==> src/rtl/uart_bus_responder_if.sv <==
// CPU data-memory port (MEM stage) as seen by the UART bus responder.
// The master drives the strobes, address and write data; the slave returns read data.
interface uart_bus_responder_if;
  logic        rd;
  logic        wr;
  logic [31:0] addr;
  logic [31:0] wdata;
  logic [31:0] rdata;

  modport master (output rd, output wr, output addr, output wdata, input rdata);
  modport slave  (input rd, input wr, input addr, input wdata, output rdata);
endinterface

==> src/rtl/uart_bus_responder.sv <==
// Memory-mapped bridge between the CPU data port and the uart_rx/uart_tx engines:
// RX/TX byte FIFOs, a TX launch state machine and a level RX interrupt.
module uart_bus_responder #(
  parameter logic [31:0] BASE_ADDR = 32'h4000_0018,
  parameter int unsigned RX_AW     = 4,
  parameter int unsigned TX_AW     = 4
) (
  input  logic                      clk,
  input  logic                      reset,
  uart_bus_responder_if.slave       bus,
  input  logic                      RX_STATUS,
  input  logic [7:0]                RX_DATA,
  input  logic                      TX_STATUS,
  output logic                      TX_EN,
  output logic [7:0]                TX_DATA,
  output logic                      irqout
);
  localparam int unsigned RX_DEPTH = 2 ** RX_AW;
  localparam int unsigned TX_DEPTH = 2 ** TX_AW;
  localparam int unsigned RX_CW    = RX_AW + 1;
  localparam int unsigned TX_CW    = TX_AW + 1;

  typedef enum logic [1:0] {
    ST_IDLE      = 2'd0,
    ST_LAUNCH    = 2'd1,
    ST_WAIT_ACT  = 2'd2,
    ST_WAIT_DONE = 2'd3
  } tx_state_e;

  logic [29:0]      word_s;
  logic             sel_txd_s, sel_rxd_s, sel_stat_s, sel_ctrl_s;
  logic             ctrl_wr_s;

  logic [7:0]       rx_mem_r [RX_DEPTH];
  logic [RX_AW-1:0] rx_wptr_r, rx_rptr_r;
  logic [RX_CW-1:0] rx_count_r;
  logic             rx_empty_s, rx_full_s, rx_push_s, rx_pop_s;
  logic [7:0]       rx_head_s, rx_count8_s;
  logic             rx_ovf_r, rx_ie_r;

  logic [7:0]       tx_mem_r [TX_DEPTH];
  logic [TX_AW-1:0] tx_wptr_r, tx_rptr_r;
  logic [TX_CW-1:0] tx_count_r;
  logic             tx_empty_s, tx_full_s, tx_push_s, tx_pop_s, tx_busy_s;
  logic             tx_drop_r;

  tx_state_e        state_r, state_next_s;
  logic             tx_en_r;
  logic [7:0]       tx_data_r;
  logic [31:0]      rdata_s;
  logic             unused_s;

  assign word_s     = bus.addr[31:2];
  assign sel_txd_s  = (word_s == BASE_ADDR[31:2]);
  assign sel_rxd_s  = (word_s == BASE_ADDR[31:2] + 30'd1);
  assign sel_stat_s = (word_s == BASE_ADDR[31:2] + 30'd2);
  assign sel_ctrl_s = (word_s == BASE_ADDR[31:2] + 30'd3);
  assign ctrl_wr_s  = bus.wr & sel_ctrl_s;
  assign unused_s   = ^{bus.wdata[31:8], bus.addr[1:0]};

  assign rx_empty_s  = (rx_count_r == RX_CW'(0));
  assign rx_full_s   = (rx_count_r == RX_CW'(RX_DEPTH));
  assign rx_head_s   = rx_mem_r[rx_rptr_r];
  assign rx_count8_s = 8'(rx_count_r);
  // A same-cycle pop never makes room for a push: fullness is judged on the old count.
  assign rx_push_s   = RX_STATUS & ~rx_full_s;
  assign rx_pop_s    = bus.rd & sel_rxd_s & ~rx_empty_s;

  assign tx_empty_s = (tx_count_r == TX_CW'(0));
  assign tx_full_s  = (tx_count_r == TX_CW'(TX_DEPTH));
  assign tx_push_s  = bus.wr & sel_txd_s & ~tx_full_s;
  assign tx_busy_s  = (state_r != ST_IDLE) | ~tx_empty_s;

  // RX FIFO pointers, occupancy and sticky overflow
  always_ff @(posedge clk) begin
    if (reset) begin
      rx_wptr_r  <= '0;
      rx_rptr_r  <= '0;
      rx_count_r <= '0;
      rx_ovf_r   <= 1'b0;
    end else begin
      if (rx_push_s) rx_wptr_r <= rx_wptr_r + RX_AW'(1);
      if (rx_pop_s)  rx_rptr_r <= rx_rptr_r + RX_AW'(1);
      case ({rx_push_s, rx_pop_s})
        2'b10:   rx_count_r <= rx_count_r + RX_CW'(1);
        2'b01:   rx_count_r <= rx_count_r - RX_CW'(1);
        default: rx_count_r <= rx_count_r;
      endcase
      if (RX_STATUS && rx_full_s)              rx_ovf_r <= 1'b1;
      else if (ctrl_wr_s && bus.wdata[1])      rx_ovf_r <= 1'b0;
    end
  end

  // RX byte storage
  always_ff @(posedge clk) begin
    if (rx_push_s) rx_mem_r[rx_wptr_r] <= RX_DATA;
  end

  // TX FIFO pointers, occupancy and sticky drop flag
  always_ff @(posedge clk) begin
    if (reset) begin
      tx_wptr_r  <= '0;
      tx_rptr_r  <= '0;
      tx_count_r <= '0;
      tx_drop_r  <= 1'b0;
    end else begin
      if (tx_push_s) tx_wptr_r <= tx_wptr_r + TX_AW'(1);
      if (tx_pop_s)  tx_rptr_r <= tx_rptr_r + TX_AW'(1);
      case ({tx_push_s, tx_pop_s})
        2'b10:   tx_count_r <= tx_count_r + TX_CW'(1);
        2'b01:   tx_count_r <= tx_count_r - TX_CW'(1);
        default: tx_count_r <= tx_count_r;
      endcase
      if (bus.wr && sel_txd_s && tx_full_s)    tx_drop_r <= 1'b1;
      else if (ctrl_wr_s && bus.wdata[2])      tx_drop_r <= 1'b0;
    end
  end

  // TX byte storage
  always_ff @(posedge clk) begin
    if (tx_push_s) tx_mem_r[tx_wptr_r] <= bus.wdata[7:0];
  end

  // Interrupt enable
  always_ff @(posedge clk) begin
    if (reset)          rx_ie_r <= 1'b0;
    else if (ctrl_wr_s) rx_ie_r <= bus.wdata[0];
    else                rx_ie_r <= rx_ie_r;
  end

  // TX launch state, data-valid pulse and held byte
  always_ff @(posedge clk) begin
    if (reset) begin
      state_r   <= ST_IDLE;
      tx_en_r   <= 1'b0;
      tx_data_r <= 8'h00;
    end else begin
      state_r <= state_next_s;
      tx_en_r <= tx_pop_s;
      if (tx_pop_s) tx_data_r <= tx_mem_r[tx_rptr_r];
    end
  end

  // TX launch next-state: the head leaves the FIFO when the line is idle
  always_comb begin
    state_next_s = state_r;
    tx_pop_s     = 1'b0;
    case (state_r)
      ST_IDLE: begin
        if (!tx_empty_s && !TX_STATUS) begin
          state_next_s = ST_LAUNCH;
          tx_pop_s     = 1'b1;
        end else begin
          state_next_s = ST_IDLE;
        end
      end
      ST_LAUNCH:    state_next_s = ST_WAIT_ACT;
      ST_WAIT_ACT: begin
        if (TX_STATUS) state_next_s = ST_WAIT_DONE;
        else           state_next_s = ST_WAIT_ACT;
      end
      ST_WAIT_DONE: begin
        if (!TX_STATUS) state_next_s = ST_IDLE;
        else            state_next_s = ST_WAIT_DONE;
      end
      default:      state_next_s = ST_IDLE;
    endcase
  end

  // Read mux; an empty RX FIFO reads as zero rather than stale storage
  always_comb begin
    rdata_s = 32'h0000_0000;
    if (bus.rd) begin
      if (sel_rxd_s) begin
        if (!rx_empty_s) rdata_s = {24'h00_0000, rx_head_s};
        else             rdata_s = 32'h0000_0000;
      end else if (sel_stat_s) begin
        rdata_s = {16'h0000, rx_count8_s, 2'b00, tx_drop_r, rx_ovf_r, rx_ie_r,
                   tx_busy_s, tx_full_s, ~rx_empty_s};
      end else if (sel_ctrl_s) begin
        rdata_s = {31'h0000_0000, rx_ie_r};
      end else begin
        rdata_s = 32'h0000_0000;
      end
    end else begin
      rdata_s = 32'h0000_0000;
    end
  end

  assign bus.rdata = rdata_s;
  assign TX_EN     = tx_en_r;
  assign TX_DATA   = tx_data_r;
  assign irqout    = rx_ie_r & ~rx_empty_s;
endmodule

==> src/flat_wrapper.sv <==
// flat-port wrapper written by rule: the top's interface ports become plain ports
module uart_bus_responder_flat 
#(
  parameter logic [31:0] BASE_ADDR = 32'h4000_0018,
  parameter int unsigned RX_AW     = 4,
  parameter int unsigned TX_AW     = 4
)
  (clk, reset, RX_STATUS, RX_DATA, TX_STATUS, TX_EN, TX_DATA, irqout, bus_rd, bus_wr, bus_addr, bus_wdata, bus_rdata);
  uart_bus_responder_if bus_i ();
  input  logic clk;
  input  logic reset;
  input  logic RX_STATUS;
  input  logic [7:0] RX_DATA;
  input  logic TX_STATUS;
  output logic TX_EN;
  output logic [7:0] TX_DATA;
  output logic irqout;
  input wire logic [$bits(bus_i.rd)-1:0] bus_rd;
  input wire logic [$bits(bus_i.wr)-1:0] bus_wr;
  input wire logic [$bits(bus_i.addr)-1:0] bus_addr;
  input wire logic [$bits(bus_i.wdata)-1:0] bus_wdata;
  output wire logic [$bits(bus_i.rdata)-1:0] bus_rdata;
  assign bus_i.rd = bus_rd;
  assign bus_i.wr = bus_wr;
  assign bus_i.addr = bus_addr;
  assign bus_i.wdata = bus_wdata;
  assign bus_rdata = bus_i.rdata;
  uart_bus_responder #(.BASE_ADDR(BASE_ADDR), .RX_AW(RX_AW), .TX_AW(TX_AW)) u_core (.clk(clk), .reset(reset), .bus(bus_i), .RX_STATUS(RX_STATUS), .RX_DATA(RX_DATA), .TX_STATUS(TX_STATUS), .TX_EN(TX_EN), .TX_DATA(TX_DATA), .irqout(irqout));
endmodule
==> config.mk <==
export PLATFORM = sky130hd
export DESIGN_NAME = uart_bus_responder_flat
export DESIGN_NICKNAME = d
export VERILOG_FILES = /design/src/rtl/uart_bus_responder_if.sv /design/src/rtl/uart_bus_responder.sv /design/src/flat_wrapper.sv
export SDC_FILE = /design/constraint.sdc
export NUM_CORES = 1
export LEC_CHECK = 0
export ABC_AREA = 1
export BUFFER_PORTS_ARGS = -buffer_cell sky130_fd_sc_hd__buf_2
export CORE_MARGIN = 2
export CORE_UTILIZATION = 35
export CTS_BUF_LIST = sky130_fd_sc_hd__clkbuf_8
export DETAILED_ROUTE_END_ITERATION = 10
export GPL_TIMING_DRIVEN = 0
export MAX_ROUTING_LAYER = met4
export SLEW_MARGIN = 20
export SYNTH_ARGS = -nofsm -noshare
export SYNTH_HDL_FRONTEND = slang
export SYNTH_SLANG_ARGS = --single-unit
==> constraint.sdc <==
create_clock -name clk -period 2.4 [get_ports clk]
set_input_delay 0.12 -clock clk [delete_from_list [all_inputs] [get_ports clk]]
set_output_delay 0.12 -clock clk [all_outputs]
set_load 0.01 [all_outputs]
==> results.txt, run 1 <==
The maximum count of clock buffers along a single path is 3, and the number of buffers created by CTS is 50. The fraction of registers with async set or reset after synthesis was 0; the pin slew with the least headroom to its limit was 885 ps. The logs give 8580 µm² for the area used by sequential logic in the layout and 9136 for the total vias in the final route. Final period utilization: 1.02. Wires add up to 34000 µm. In this run the worst path has a maximum fanout of 10. After synthesis, the mean cell area works out to 11.5 µm².

After detailed routing, the number of remaining DRC violations is 0. By startpoint and endpoint, the worst setup path is classified as reg2out. The proportion of total power due to net switching works out to 0.306.

The worst setup path is captured at an output pin. The checks that failed: negative setup slack. Between clock sinks in the finished design, the worst skew comes to 16.0 ps. The run gives 18 as the largest net degree at the start of global routing. After clock tree synthesis, the clock-pin slew on the worst setup and hold paths is 70 ps. The post-detailed-route count of antenna-violating nets was 0. The die is 196 µm tall.

Buffers placed on the I/O ports in this run total 74. The final HPWL from detailed placement was 22200 µm. The run gives 0.431 as the sequential fraction of design power. The relative slew slack is 0.408. The power per cell area works out to 875 nW/µm². Using the TritonRoute via totals, the vias-per-cell ratio works out to 5.05. For the finished layout, the period the worst path requires is 2450 ps. Worst hold slack after final layout: 119 ps.

For the maximum operating frequency, the log shows 408 MHz. Sum of overflow across all layers after global routing: 0. The number of fill cells was 3392. The synthesized design contains 256 enable-type register cells. The tools report the synthesized instance count as 1114.

The floorplan die width was 196 µm; the H-tree depth reported by CTS was 2. The synthesis-stage register bit count was 300. VDD sags by at most 0.620 mV. The critical path goes through buf_12 -> inv_12 -> buf_6 -> nor2_1 -> o221ai_2 -> nand3_2 -> a21oi_4 -> o21ai_1 -> inv_1 -> buf_2. Cell internal power was estimated by the tool at 0.00961 W.

For the clock network power share, the log shows 0.346. Number of unique standard cell types used by synthesis: 43. Switching component of the power: 0.00424 W. Overall power consumption after layout is estimated at 0.0138 W.

The tools report the clock root buffer as clkbuf_8. In this run the cell area of the synthesized design comes to 12800 µm². After floorplanning, the core was sized to cover 36300 µm². The most used flip-flop cell after synthesis was edfxtp_1. The routability congestion estimate from global placement is 0.886. Type of element launching the critical path: a register. Summing all multi-input logic gate instances after layout gives 3940 µm². The slowest stage of the critical path is the dfxtp_2 cell. 120 I/O pins were placed. The path class of the tightest hold or removal check is in2reg. The worst register-to-register path begins at u_core.rx_count_r[2]$_SDFFE_PP0P_. The top cell type's share of synthesized area was 0.598; the number of clock sinks was 300. TritonCTS built the clock tree. For the worst setup path, the data arrival time is 2330 ps.

Total routing resource utilization after global routing: 0.182. At the later pin of the worst-skew pair, clock insertion delay measures 620 ps. edfxtp_1 takes more of the synthesized area than any other cell. The first detailed-routing pass ran for 5 iterations. At the worst endpoint, the required time is 2280 ps. Setup repair after global routing could not meet its margin everywhere. The proportion of layout cells with a drive suffix above 1 came out at 0.224. By area the synthesized netlist is led by edfxtp_1, dfxtp_1, nor2_1, o21ai_0, nand2_1.

The initialized floorplan defines 70 standard-cell rows. The sequential element share of the synthesized area was 0.667; the count of pins over their slew limit was 0. The cell type group with the largest total delay on the critical path was buffers and inverters. The startpoint identified for the worst hold timing path is bus_addr[5]. The tools report the leakage component of the power as 5.82 nW. The tool flagged a number of max-cap violations equal to 0. The sum of negative setup slack is -124 ps, and the diode insertion count for antenna repair is 0.

The die footprint was 38300 µm²; the buffers plus inverters on the worst setup path was 5. The via count of the first global-routing pass came out at 8901. For this run, the slowest stage of the critical path takes 340 ps.

For this block, the initial DRC count from the detailed router was 714. The area growth from synthesis to layout is 23.1%. The number of endpoints failing setup at the final stage was 3; the initial cell density of the core was 0.353. The flow ran to the end, but the final reports show violations. The run gives -48.4 ps as the post-layout worst setup margin. The first global-routing pass estimated 51300 µm of wire. For the number of antenna violations at the first check in global routing, the log shows 0.

During synthesis, Yosys emitted a total of 0 warnings. The number of failing hold endpoints at the final stage was 0; the net count of the finished layout was 1397. The combinational fraction of design power is 0.223, and the average wire per standard cell is 18.8 µm.
-- logic make-up after synthesis --
group / count (synthesis) / synth area share
AO/OA/AOI/OAI: 237 / 0.113
XOR/XNOR: 12 / 0.00818
adder cells (fa/ha/maj): 16 / 0.0156
buffers and inverters: 146 / 0.0503
flip-flops: 300 / 0.667
multiplexers: 23 / 0.0179
other: 1 / 0.000292
AND/OR/NAND/NOR: 379 / 0.128
-- cell usage after synthesis, types with 3 or more instances --
cell,instances
nor2_1,203
nand2_4,3
xor2_1,10
o22a_1,5
nor3_1,10
inv_1,66
nand4_1,6
a21oi_1,31
nor4_1,4
a31oi_1,3
nor2_2,4
ha_1,16
nand2_1,91
o22ai_1,13
mux2i_1,23
o211ai_1,14
dfxtp_1,44
o32ai_1,9
clkbuf_1,31
edfxtp_1,256
nand3_1,44
inv_2,6
o21ai_1,13
o221ai_1,38
buf_2,18
o21ai_0,109
buf_4,20
nand2_2,4
-- per-stage QoR --
stage	utilization	setup slack, ps	cell area (µm²)	std cells
after global placement	0.382	-412	13900	1674
final	0.435	-48.4	15800	1810
after floorplan	-	12.5	12900	1132
after CTS	0.426	-105	15500	1798
after global routing	0.435	-191	15800	1810
after detailed placement	0.382	-390	13900	1674
-- worst reg2reg max path: stages, from the launching register on --
cell,delay (ps)
dfxtp_1,390
inv_1,120
nand4_1,130
nand2_1,200
inv_1,240
nand2_1,190
nor2_1,720
-- registers in the layout, summed over array words and instances, names as in the netlist, named ones only --
register,count
u_core.TX_DATA,8
u_core.TX_EN,1
u_core.rx_count_r,5
u_core.rx_ie_r,1
u_core.rx_mem_r,128
u_core.rx_ovf_r,1
u_core.rx_rptr_r,4
u_core.rx_wptr_r,4
u_core.state_r,2
u_core.tx_count_r,5
u_core.tx_drop_r,1
u_core.tx_mem_r,128
u_core.tx_rptr_r,4
u_core.tx_wptr_r,4
-- final timing paths --
kind	end	slack [ps]	cells after the start
hold reg to reg	u_core.state_r[1]$_SDFF_PP0_	450	1
hold / removal	u_core.tx_wptr_r[3]$_SDFFE_PP0P_	120	8
setup reg to reg	u_core.rx_mem_r[11][5]$_DFFE_PP_	20	6
setup / recovery	bus_rdata[3]	-50	10
-- routing by layer --
| layer | share of wire | global-route usage | vias to the layer above |
|---|---|---|---|
| li1 | - | - | 4356 |
| met1 | 0.43 | 0.228 | 4366 |
| met2 | 0.48 | 0.291 | 346 |
| met3 | 0.065 | 0.0364 | 68 |
| met4 | 0.028 | 0.0735 | 0 |
| met5 | 0 | - | - |
-- cell usage in the layout, fill, tap and decap left out, types with 18 or more instances in the layout --
cell and instances:
o221ai_1 33, dlygate4sd3_1 27, o21ai_1 21, o21ai_0 93, nor2_1 182, mux2i_1 23
clkbuf_1 18, a21oi_1 23, nor2_2 25, clkbuf_8 57, nand2_1 87, nand3_1 42
buf_4 39, dfxtp_1 40, conb_1 19, buf_2 82, inv_1 75, edfxtp_1 256
-- power groups by stage --
stage | Sequential (W) | Combinational (W) | Clock [W]
4_1_cts | 0.00596 | 0.00296 | 0.00490
3_3_place_gp | 0.00606 | 0.00264 | 0
3_5_place_dp | 0.00606 | 0.00267 | 0
5_1_grt | 0.00598 | 0.00340 | 0.00513
2_1_floorplan | 0.00607 | 0.00172 | 0
6_report | 0.00597 | 0.00309 | 0.00478
-- what timing repair did --
item | CTS | global route
buffers inserted | 8 | 10
cloned | 0 | 3
pin swaps | 11 | 21
hold buffers | 27 | 0
gates resized for setup | 69 | 75
setup endpoints to repair | 17 | 132
hold endpoints to repair | 271 | 0
-- cell type report --
type                            count  area share
Clock inverter                     37      0.0199
Sequential cell                   300       0.542
Buffer                             68      0.0314
Inverter                           75      0.0199
Tap cell                          468      0.0370
Multi-Input combinational cell    686       0.249
Clock buffer                       54      0.0470
Timing Repair Buffer              121      0.0525
Timing Repair inverter              1    0.000554
Note: power is estimated with default switching activity, not from simulation.
==> run 2, diff against run 1 <==
--- a/config.mk
+++ b/config.mk
@@ -13,6 +13,7 @@
 export DETAILED_ROUTE_END_ITERATION = 10
 export GPL_TIMING_DRIVEN = 0
 export MAX_ROUTING_LAYER = met4
+export SKIP_LAST_GASP = 1
 export SLEW_MARGIN = 20
 export SYNTH_ARGS = -nofsm -noshare
 export SYNTH_HDL_FRONTEND = slang
==> run 2 against run 1 <==
Against the previous run: clock skew shrank 0.92 ps; largest cell class unchanged; register-to-register slack got worse by 20 ps; combinational power is essentially flat; sequential power about the same; sequential share of layout area is 0.15 points higher; the run still ends with negative setup slack left.
==> results.txt, run 2 (synthesis gave the netlist of run 1 again) <==
Global routing finished with a remaining overflow of 0. The final core utilization is 0.434, and the largest net degree at the start of global routing is 18. Along the worst path, the maximum fanout reaches 8. Post-detailed-route count of antenna-violating nets: 0. The clock-pin slew of the registers on the worst-case setup and hold paths was 60 ps; the number of failing hold endpoints at the final stage was 0.

Cell internal power was estimated by the tool at 0.00960 W. The initial cell density of the core was 0.353. For the worst setup path, the data required time is 2280 ps. Across all hold checks on the routed design, the worst slack comes to 118 ps. Routability-driven placement finished with a final weighted congestion of 0.886.

The clock tree synthesis step divided the H-tree into 2 levels. Post-route DRC violation count: 0. The later-pin clock latency in the skew report came out at 610 ps. For the net count of the finished layout, the log shows 1397. Clock tree synthesis selected as its root buffer the cell clkbuf_8. The clock network power share is 0.346.

STA classifies the critical path startpoint as a register. Between clock sinks in the finished design, the worst skew comes to 15.1 ps. For the count of pins over their slew limit, the log shows 0. TritonCTS built the clock tree. Once placement completed, the tool counted placed cells totaling 1674. The number of endpoints failing setup at the final stage is 5. The proportion of layout cells with a drive suffix above 1 was 0.215; the die footprint was 38300 µm². Once layout is done, the placed cells without fillers occupy 15800 µm². Power spread over the standard cell area amounts to 877 nW/µm². Counting cells, the worst reg-to-reg path comes to 6.

The aggregate routed wire length is 33900 µm, and the proportion of total power due to net switching is 0.306. The most critical setup path has its endpoint at bus_rdata[1]. The run finished, with violations left. For the placed instance area, the log shows 13900 µm². Relative slew slack: 0.406. The tools report the sequential fraction of design power as 0.431. The number of antenna diodes in the final layout is 0.

The destination of the worst register-to-register timing path is u_core.rx_mem_r[11][5]$_DFFE_PP_. Setup total negative slack on the finished layout was measured at -244 ps. The wire-length estimate of the detail-placed layout is 22200 µm.

Based on the critical path, the design can be clocked at up to 405 MHz. The analysis attributes to cell leakage a power of 5.81 nW. The final period utilization was 1.03. The first-pass GRT wire length was 51300 µm. The setup slack on the worst flop-to-flop path came out at 0 ps.

The class of the tightest hold or removal check is in2reg. After detailed routing, the number of vias per cell comes to 5.06. The tool flagged a number of max-cap violations equal to 0.

The number of antenna violations at the first check in global routing is 0, and the combinational fraction of design power is 0.222. Type of the worst setup path: reg2out. The layout has 3393 filler cells. For the arrival time at the worst endpoint, the log shows 2350 ps. The most common library cell in the layout ignoring fill and taps was edfxtp_1. The detailed router finished its first iteration with 724 violations.

In the final routed layout, each cell accounts on average for 18.7 µm. Across all layers, the routed design uses 9157 vias. For this design the top-level I/O count stands at 120. Setup repair after global routing could not meet its margin everywhere. Measured along the y axis, the die boundary spans 196 µm.

The area of the placeable core is 36300 µm², and the number of buffers created by CTS is 50. Port buffering added 74 buffers. For the switching component of the power, the log shows 0.00423 W. The run gives 8901 as the via count of the first global-routing pass. The total routing resource utilization after global routing is 0.182.

The die is 196 µm wide. The worst register-to-register path begins at u_core.rx_count_r[2]$_SDFFE_PP0P_. The post-layout worst setup margin was -71.6 ps; the synthesis-to-finish area growth was 22.7%. The final reports fail on negative setup slack. IR analysis of the VDD net gives a maximum drop of 0.621 mV. The critical path capture point type is an output pin. The number of clock sinks is 300, and the post-route non-filler standard cell count is 1810. The pin slew with the least headroom to its limit was 887 ps. Leaving out fill and tap cells, the most frequent cells in the layout are edfxtp_1, nor2_1, o21ai_0, nand2_1, buf_2.

The smallest clock period supported by the final layout is computed as 2470 ps. The logs give 3 for the maximum count of clock buffers along a single path and 70 for the cell row count. The iteration count of the initial detailed-routing pass was 5.
[run 2: cell counts in the layout (fill, tap and decap cells not counted)]
No cell type changed its count.
[run 2: how the worst min path moves through the flow]
stage          slack, ps                               end    startpoint  cells past startpoint
2_1_floorplan        220   u_core.rx_mem_r[0][0]$_DFFE_PP_    RX_DATA[0]                      0
3_3_place_gp         390      u_core.state_r[1]$_SDFF_PP0_     TX_STATUS                      3
3_5_place_dp         400      u_core.state_r[0]$_SDFF_PP0_     TX_STATUS                      3
4_1_cts               60  u_core.tx_wptr_r[0]$_SDFFE_PP0P_   bus_addr[5]                      6
5_1_grt              150  u_core.tx_wptr_r[0]$_SDFFE_PP0P_  bus_addr[10]                      7
6_report             120  u_core.tx_wptr_r[3]$_SDFFE_PP0P_   bus_addr[5]                      8
[run 2: routing by layer]
metal | vias to the layer above | global-route usage | routed length (µm) | share of wire
li1 | 4356 | - | - | -
met1 | 4386 | 0.228 | 14500 | 0.43
met2 | 341 | 0.291 | 16100 | 0.48
met3 | 74 | 0.0364 | 2210 | 0.065
met4 | 0 | 0.0735 | 1040 | 0.031
met5 | - | - | 0 | 0
[run 2: through the flow]
stage               power, W  setup WS (ps)
global placement     0.00870           -412
floorplan            0.00779           12.5
CTS                   0.0138           -105
detailed placement   0.00873           -390
finish                0.0138          -71.6
global route          0.0145           -197
[run 2: layout make-up]
cell class,count,area [µm²],share of cell area
tap,468,586,0.0371
sequential,300,8580,0.544
clock inverter,37,314,0.0199
inverter,75,314,0.0199
clock buffer,54,743,0.0471
buffer,68,497,0.0315
timing repair buffer,121,826,0.0524
timing repair inverter,1,8.76,0.000555
multi-input combinational,686,3900,0.248
[run 2: power groups by stage]
stage	Combinational [W]	Sequential [W]	Clock, W
floorplan	0.00172	0.00607	0
global placement	0.00264	0.00606	0
detailed placement	0.00267	0.00606	0
CTS	0.00296	0.00596	0.00490
global route	0.00339	0.00598	0.00513
finish	0.00307	0.00597	0.00479
[run 2: critical path, cell delays in order (launching register included)]
cell and delay [ps]:
dfxtp_2 360, buf_12 150, buf_4 140, inv_6 40, o21ai_0 160, o22a_1 180
nand2_1 60, o211ai_1 160, a21oi_4 120, o21ai_2 200, inv_1 50, buf_2 130
[run 2: timing repair]
| action | 4_1_cts | 5_1_grt |
|---|---|---|
| gates resized for setup | 69 | 56 |
| hold buffers | 27 | 0 |
| cloned | 0 | 3 |
| pin swaps | 11 | 20 |
| setup endpoints to repair | 17 | 132 |
| setup buffers | 8 | 10 |
| hold endpoints to repair | 271 | 0 |
==> run 3, diff against run 2 <==
--- a/config.mk
+++ b/config.mk
@@ -7,14 +7,14 @@
 export LEC_CHECK = 0
 export ABC_AREA = 1
 export BUFFER_PORTS_ARGS = -buffer_cell sky130_fd_sc_hd__buf_2
-export CORE_MARGIN = 2
 export CORE_UTILIZATION = 35
 export CTS_BUF_LIST = sky130_fd_sc_hd__clkbuf_8
 export DETAILED_ROUTE_END_ITERATION = 10
 export GPL_TIMING_DRIVEN = 0
 export MAX_ROUTING_LAYER = met4
+export RECOVER_POWER = 50
 export SKIP_LAST_GASP = 1
-export SLEW_MARGIN = 20
+export SLEW_MARGIN = 10
 export SYNTH_ARGS = -nofsm -noshare
 export SYNTH_HDL_FRONTEND = slang
 export SYNTH_SLANG_ARGS = --single-unit
==> run 3 against run 2 <==
Against the previous run: die area down 2.0%; sequential power about the same; the flow still finishes with violations (negative setup slack); highest routed layer unchanged; routed wire length down 1.9%; global-route usage down 0.42 points.
==> results.txt, run 3 (synthesis gave the netlist of run 1 again) <==
The tools report the type of element launching the critical path as a register. The tool flagged a number of max-cap violations equal to 0. The largest single stage delay on the critical path is 360 ps.

The total overflow left after global routing is 0. The floorplan step defined a die boundary enclosing 37500 µm². Setup repair after global routing could not meet its margin everywhere. Setup violations remaining at the end of the flow were counted as 2. Sequential fraction of design power: 0.452.

The cell repeated most along the worst path is nand2_1. The worst hold path depth was 5; the cell count along the critical path was 14. CTS saw 300 sinks.

Final period utilization: 1.00. After the last flow step, the layout net total stands at 1394. Clock-pin slew was measured on the worst setup and hold paths at 60 ps. Excluding fillers, the count of instances in the completed layout stands at 1797.

The tools report the clock root buffer as clkbuf_8. The synthesis-to-finish area growth is 22.0%, and the clock network power share is 0.320. The run gives -5.00 ps as the post-layout worst setup margin. After detailed routing, the average wire length per cell comes to 18.5 µm. The number of antenna violations at the first check in global routing came out at 0. The tools report the sum of negative setup slack as -6.53 ps. The tools report the count of pins over their slew limit as 0.

The placed instance area was 13900 µm²; the final HPWL from detailed placement was 21800 µm. The post-detailed-route count of antenna-violating nets is 0, and the via count of the first global-routing pass is 8841. The final critical-path required period came out at 2400 ps.

The total non-filler cell area in the finished layout is 15700 µm². The logs give 0.00910 W for the internal power consumption and 416 MHz for the maximum operating frequency. The number of buffers created by CTS is 50. The combinational fraction of design power is 0.228. STA puts the critical path data required time at 2900 ps. After detailed placement, the design holds a cell count of 1667. The first-pass GRT wire length was 49700 µm. TritonCTS built the clock tree.

Dividing total power by cell area gives a power density of 844 nW/µm². Routability-driven placement finished with a final weighted congestion of 0.868. The tightest min-delay check is of the in2reg type. The logs give 0.332 for the relative slew slack and 9166 for the total vias in the final route. The slowest stage of the critical path is the dfxtp_4 cell.

The floorplan die width was 194 µm. For this run, design rule violations remaining after detail routing come to 0. The run gives 0 as the number of failing hold endpoints at the final stage. The iteration-0 DRC count of the detailed router was 706; the number of cells on the worst reg-to-reg path was 14.

At the pin with the least slew margin, the transition time is 1000 ps. In this run the worst path has a maximum fanout of 7. The final core utilization was 0.438; the number of vias per cell was 5.10.

The die is 194 µm tall. The area of the placeable core is 35800 µm², and the leakage component of the power is 5.73 nW. The checks that failed: negative setup slack. Buffers plus inverters on the worst setup path: 1. The total power of the final layout is 0.0132 W, and the aggregate routed wire length is 33300 µm. The first detailed-routing pass ran for 5 iterations. The flow ran to the end, but the final reports show violations.

Leaving out fill and tap cells, the most frequent cell in the layout is edfxtp_1. The critical path goes through nor4_4 -> nand2_2 -> nand2_4 -> clkinv_8 -> ha_4 -> xor2_1 -> ha_2 -> a21o_1 -> nand2_1 -> nand2_1 -> a21oi_2 -> xor2_1 -> nand2_1 -> a21oi_1. CTS built an H-tree with a depth of 2. Entering global routing, the biggest net connects 18 pins. In the layout the commonest cells are edfxtp_1, nor2_1, o21ai_0, nand2_1, inv_1.

The switching component of the power is 0.00413 W, and the proportion of total power due to net switching is 0.312. The initial cell density of the core came out at 0.359. The run gives 0.178 as the total routing resource utilization after global routing. The worst vdd rail ir drop is 0.502 mV. The count of input and output buffers is 74. No sink is reached through more buffers than the 3 on the longest clock path. For the arrival time at the worst endpoint, the log shows 2900 ps. STA classifies the critical path endpoint as a register.

The worst clock skew was 24.4 ps. The type of the worst setup path is reg2reg. The proportion of layout cells with a drive suffix above 1 is 0.203.

The floorplan has 69 rows. Clock latency on the worst-skew pair, taken at its later pin, is 590 ps. The diode insertion count for antenna repair was 0. Pin placement for this block handled 120 I/O pins. The kind of cell with the highest combined delay along the critical path is simple AND/OR/NAND/NOR gates.
-- run 3: cell types whose count changed in the layout (fill, tap and decap cells not counted), sizes merged --
cell | previous run | this run
clkinvlp | 4 | 1
clkbuf | 82 | 98
dlygate4sd3 | 27 | 22
clkinv | 20 | 21
inv | 84 | 89
bufinv | 5 | 2
buf | 134 | 117
-- run 3: timing repair --
item,4_1_cts,5_1_grt
pin swaps,13,41
resized for setup,61,101
endpoints found under the hold margin,249,0
hold buffers,22,0
gates cloned,2,4
endpoints found under the setup margin,13,128
buffers inserted,9,9
-- run 3: final timing paths --
path | startpoint | end | slack (ps)
worst max-delay path | u_core.tx_count_r[1]$_SDFFE_PP0P_ | u_core.tx_count_r[4]$_SDFFE_PP0P_ | -5
worst min-delay path | bus_rd | u_core.rx_rptr_r[0]$_SDFFE_PP0P_ | 80
worst max register to register | u_core.tx_count_r[1]$_SDFFE_PP0P_ | u_core.tx_count_r[4]$_SDFFE_PP0P_ | -5
worst min register to register | u_core.state_r[0]$_SDFF_PP0_ | u_core.state_r[1]$_SDFF_PP0_ | 460
-- run 3: final cells by class --
type	instances	area, µm²
plain buffers	68	520
clock buffers	51	702
clock inverters	37	215
fillers	3331	20200
inverters	75	312
multi-input cells	686	3940
flip-flops and latches	300	8580
well taps	461	577
repair buffers	118	821
repair inverters	1	11.3
-- run 3: per-layer routing --
layer | part of all wire | global-route usage
met4 | 0.037 | 0.0759
met2 | 0.48 | 0.284
met1 | 0.42 | 0.224
met5 | 0 | -
met3 | 0.064 | 0.0302
-- run 3: power by group through the flow --
stage | logic (W) | registers, W | clock network (W)
after global routing | 0.00328 | 0.00600 | 0.00451
after floorplan | 0.00172 | 0.00607 | 0
after CTS | 0.00287 | 0.00597 | 0.00430
final | 0.00302 | 0.00598 | 0.00423
after global placement | 0.00264 | 0.00606 | 0
after detailed placement | 0.00268 | 0.00607 | 0
-- run 3: worst min-delay path, cell delays in order --
cell     delay [ps]
buf_2           120
nand2_1          60
inv_1            90
nand2_4         130
a21oi_1          70
-- run 3: per-stage QoR --
| step | worst slack (ps) | hold slack, ps |
|---|---|---|
| after floorplan | 12.5 | 219 |
| after global placement | -382 | 390 |
| after detailed placement | -423 | 406 |
| after CTS | -21.6 | 31.7 |
| after global routing | -159 | 89.3 |
| final | -5.00 | 77.3 |
